`config.mk`:
```
export PLATFORM = sky130hd
export DESIGN_NAME = ttl_74x169
export DESIGN_NICKNAME = d
export VERILOG_FILES = /design/src/rtl/ttl_74x169_pkg.sv /design/src/rtl/ttl_74x169.sv
export SDC_FILE = /design/constraint.sdc
export NUM_CORES = 1
export LEC_CHECK = 0
export BUFFER_PORTS_ARGS = -buffer_cell sky130_fd_sc_hd__buf_2
export CAP_MARGIN = 25
export CORE_AREA = 5 5 42 44
export DETAILED_ROUTE_END_ITERATION = 16
export DIE_AREA = 0 0 47 49
export MAX_ROUTING_LAYER = met4
export PLACE_DENSITY_LB_ADDON = 0.15
export SYNTH_ARGS = -nofsm -noshare
export SYNTH_HDL_FRONTEND = slang
export SYNTH_SLANG_ARGS = --single-unit
```
`constraint.sdc`:
```
create_clock -name clock -period 2.55 [get_ports clock]
set_input_delay 0.3825 -clock clock [delete_from_list [all_inputs] [get_ports clock]]
set_output_delay 0.3825 -clock clock [all_outputs]
set_load 0.02 [all_outputs]
```
`src/rtl/ttl_74x169_pkg.sv`:
```
// Shared constants and operation encoding for the 74x169 up/down counter.
// The counter width is fixed by the TTL part being modelled.
package ttl_74x169_pkg;

  localparam int COUNTER_WIDTH = 4;

  localparam logic [COUNTER_WIDTH-1:0] TC_UP   = 4'hF;
  localparam logic [COUNTER_WIDTH-1:0] TC_DOWN = 4'h0;

  typedef enum logic [1:0] {
    OP_HOLD  = 2'd0,
    OP_LOAD  = 2'd1,
    OP_COUNT = 2'd2
  } count_op_e;

  // Load beats counting; counting needs both active-low enables asserted.
  function automatic count_op_e decode_op(input logic load, input logic ent, input logic enp);
    if (!load)
      return OP_LOAD;
    else if (!ent && !enp)
      return OP_COUNT;
    else
      return OP_HOLD;
  endfunction

endpackage

```
`src/rtl/ttl_74x169.sv`:
```
// Synchronous 4-bit loadable up/down counter with active-low enables and an
// active-low ripple-carry output for cascading stages.
module ttl_74x169
  import ttl_74x169_pkg::*;
(
  input  logic                     clock,
  input  logic                     reset,
  input  logic                     load,
  input  logic                     ud,
  input  logic                     ent,
  input  logic                     enp,
  input  logic [COUNTER_WIDTH-1:0] d,
  output logic                     rco,
  output logic [COUNTER_WIDTH-1:0] q
);

  count_op_e                op;
  logic [COUNTER_WIDTH-1:0] terminal_count;

  assign op = decode_op(load, ent, enp);

  // NOTE: sequential state uses non-blocking assignments so every register
  // samples the pre-edge values, independent of statement order.
  always_ff @(posedge clock or posedge reset) begin
    if (reset) begin
      q <= '0;
    end else begin
      unique case (op)
        OP_LOAD:  q <= d;
        OP_COUNT: q <= ud ? q + COUNTER_WIDTH'(1) : q - COUNTER_WIDTH'(1);
        default:  q <= q;
      endcase
    end
  end

  // Combinational so the next stage's ent sees the carry before the shared edge.
  assign terminal_count = ud ? TC_UP : TC_DOWN;
  assign rco            = ~(~ent && (q == terminal_count));

endmodule

```
==> metrics.cfg <==
[outcome]
outcome = finished clean

[routing]
avgViaCountPerCell = 4.55
wl_per_cell_um = 10.1
drc = 0
drt_iter0_drc = 4
drtPass1Iterations = 4
num_vias = 323
totalWireLength_um = 714
antenna_left = 0

[critical_path]
arrival_ps = 1510
r2r_end = q[3]
cp_cell_sequence = or3_1 -> a211o_1 -> buf_2
cp_num_cells = 3
ff2ff_path_depth = 5
cpPeakStageDelay_ps = 440
rr_startpoint = q[1]
cp_top_family = flip-flops
crit_buf_inv = 1
end_kind = output pin
cp_max_fo = 6
critPathKind = reg2out
required_ps = 2170
critPathLaunchType = flop
startpoint = q[0]
crit_end = rco
reg2reg_setup_slack_ps = 980
slowest_stage = dfrtp_1

[layout]
nNetsFinal = 70
antenna_cells = 0
regMostFlops = q
drive_gt1_frac = 0.345
largest_reg_flops = 4
biggestRegsByFlops = q: 4 flops
syn_to_final_growth_pct = 31.9

[timing]
setup_slack_ps = 657
report.final.setup_viol = 0
slew_viol_final = 0
tns_ps = 0
rsz0062_at_grt = false
fin_crit_sh = 0.742
relSlewSlack = 0.853
skew_ps = 2.27
min_period_ps = 1890
finalHoldViolCount = 0
tightest_slew_ps = 221
max_freq_ghz = 0.528
hold_ws_ps = 27.1

[power_and_ir_drop]
ir_worst_vdd_uv = 237
p_leak_nw = 0.208
power.total_mw = 0.247
power_density_nw_per_um2 = 555

[cts]
ctsHoldBuffers = 0
numCtsBuffers = 3
htreeDepth = 1
cts.reportedPaths.clkPinSlew_ps = 30
cts_buffer_depth = 2
root_buffer = clkbuf_4
cts_setup_buffers = 0
clk_latency_ps = 230
cts_sinks = 4
cts_tree = built
cts_resized = 0

[synthesis]
ys_ff_latch = 4
synth_warnings = 0
synthDistinctLibCells = 21
synth.area.top_cells = dfrtp_1 30%, ha_1 7.4%, fa_1 5.9%, nand3_1 5.9%, xnor2_1 5.2%
syn_inst = 39
synth_top_area_frac = 0.296
async_reset_ff_frac = 1.00
yosys-top-cells-count = 4 x dfrtp_1, 4 x inv_1, 4 x nand3_1
synth.cell_area_um2 = 338
yosysTopAreaCell = dfrtp_1
yosysSeqAreaShare = 0.296
synth_edf_count = 0
avgSynthCellArea_um2 = 8.66
syn_nets = 52
synth_flop_cell = dfrtp_1

[placed_design]
gp_congestion = 0.680
post-dp-hpwl_um = 629
pre_cts_ws_ps = 694
placement.io_buffers = 14

[global_routing]
grt_pass1_vias = 307
grt_usage = 0.0711
grt_pass1_wl_um = 1160
antenna_found_initial = 0
grt_max_degree = 13
grt_overflow = 0

[die]
fp.dieArea_um2 = 2300
die_h_um = 49
start_util = 0.241
die_x_um = 47
row_count = 14
io_pins = 15
core_um2 = 1400

[min_path]
min_path_type = in2async

[run]
maxCapViolCount = 0

per-layer routing:
metal	up-vias	track usage	share of wire
li1	171	-	-
met1	139	0.0913	0.46
met2	13	0.0905	0.41
met3	0	0.0517	0.12
met4	0	0.0138	0
met5	-	-	0
logic make-up after synthesis:
family | after synthesis | synth area share
adder cells (fa/ha/maj) | 3 | 0.133
multiplexers | 1 | 0.0296
buffers and inverters | 5 | 0.0592
flip-flops | 4 | 0.296
AND/OR/NAND/NOR | 14 | 0.222
AO/OA/AOI/OAI | 10 | 0.207
XOR/XNOR | 2 | 0.0519
cells in the final DEF, fill, tap and decap left out, drive strengths merged:
| cell | netlist | routed |
|---|---|---|
| a21o | 1 | 1 |
| nand3 | 4 | 4 |
| nand4b | 1 | 1 |
| a21oi | 4 | 4 |
| nor2 | 4 | 4 |
| o2bb2ai | 1 | 1 |
| o211ai | 1 | 1 |
| nand2 | 3 | 3 |
| or3 | 2 | 2 |
| a221oi | 1 | 1 |
| clkbuf | 0 | 3 |
| inv | 4 | 4 |
| mux2i | 1 | 1 |
| fa | 1 | 1 |
| buf | 1 | 14 |
| a211o | 1 | 1 |
| ha | 2 | 2 |
| o21ai | 1 | 1 |
| xnor2 | 2 | 2 |
| dfrtp | 4 | 4 |
metrics by stage:
stage	std cells	utilization	instance area, um^2
CTS	71	0.318	445
finish	71	0.318	445
global route	71	0.318	445
global placement	68	0.302	423
floorplan	39	-	338
detailed placement	68	0.302	423
cell type report:
cell class	instances	area [um^2]
fillers	164	956
multi-input cells	30	218
flip-flops and latches	4	100
repair buffers	14	70.1
clock buffers	3	22.5
well taps	16	20.0
inverters	4	15.0
power breakdown:
part           leakage (nW)  total, mW  internal [mW]  switching, mW
combinational         0.148     0.0869         0.0395         0.0474
clock                0.0138     0.0749         0.0524         0.0225
sequential           0.0462     0.0856         0.0727         0.0129
total                 0.208      0.247          0.165         0.0828
worst min-delay path by stage:
stage / end / slack [ps] / cells past startpoint / start
after floorplan: q[0] / 150 / 1 / reset
after global placement: q[2] / 270 / 2 / reset
after detailed placement: q[2] / 270 / 2 / reset
after CTS: q[0] / 30 / 2 / reset
after global routing: q[0] / 40 / 2 / reset
final: q[0] / 30 / 2 / reset
Power figures use the tool's default switching activity.
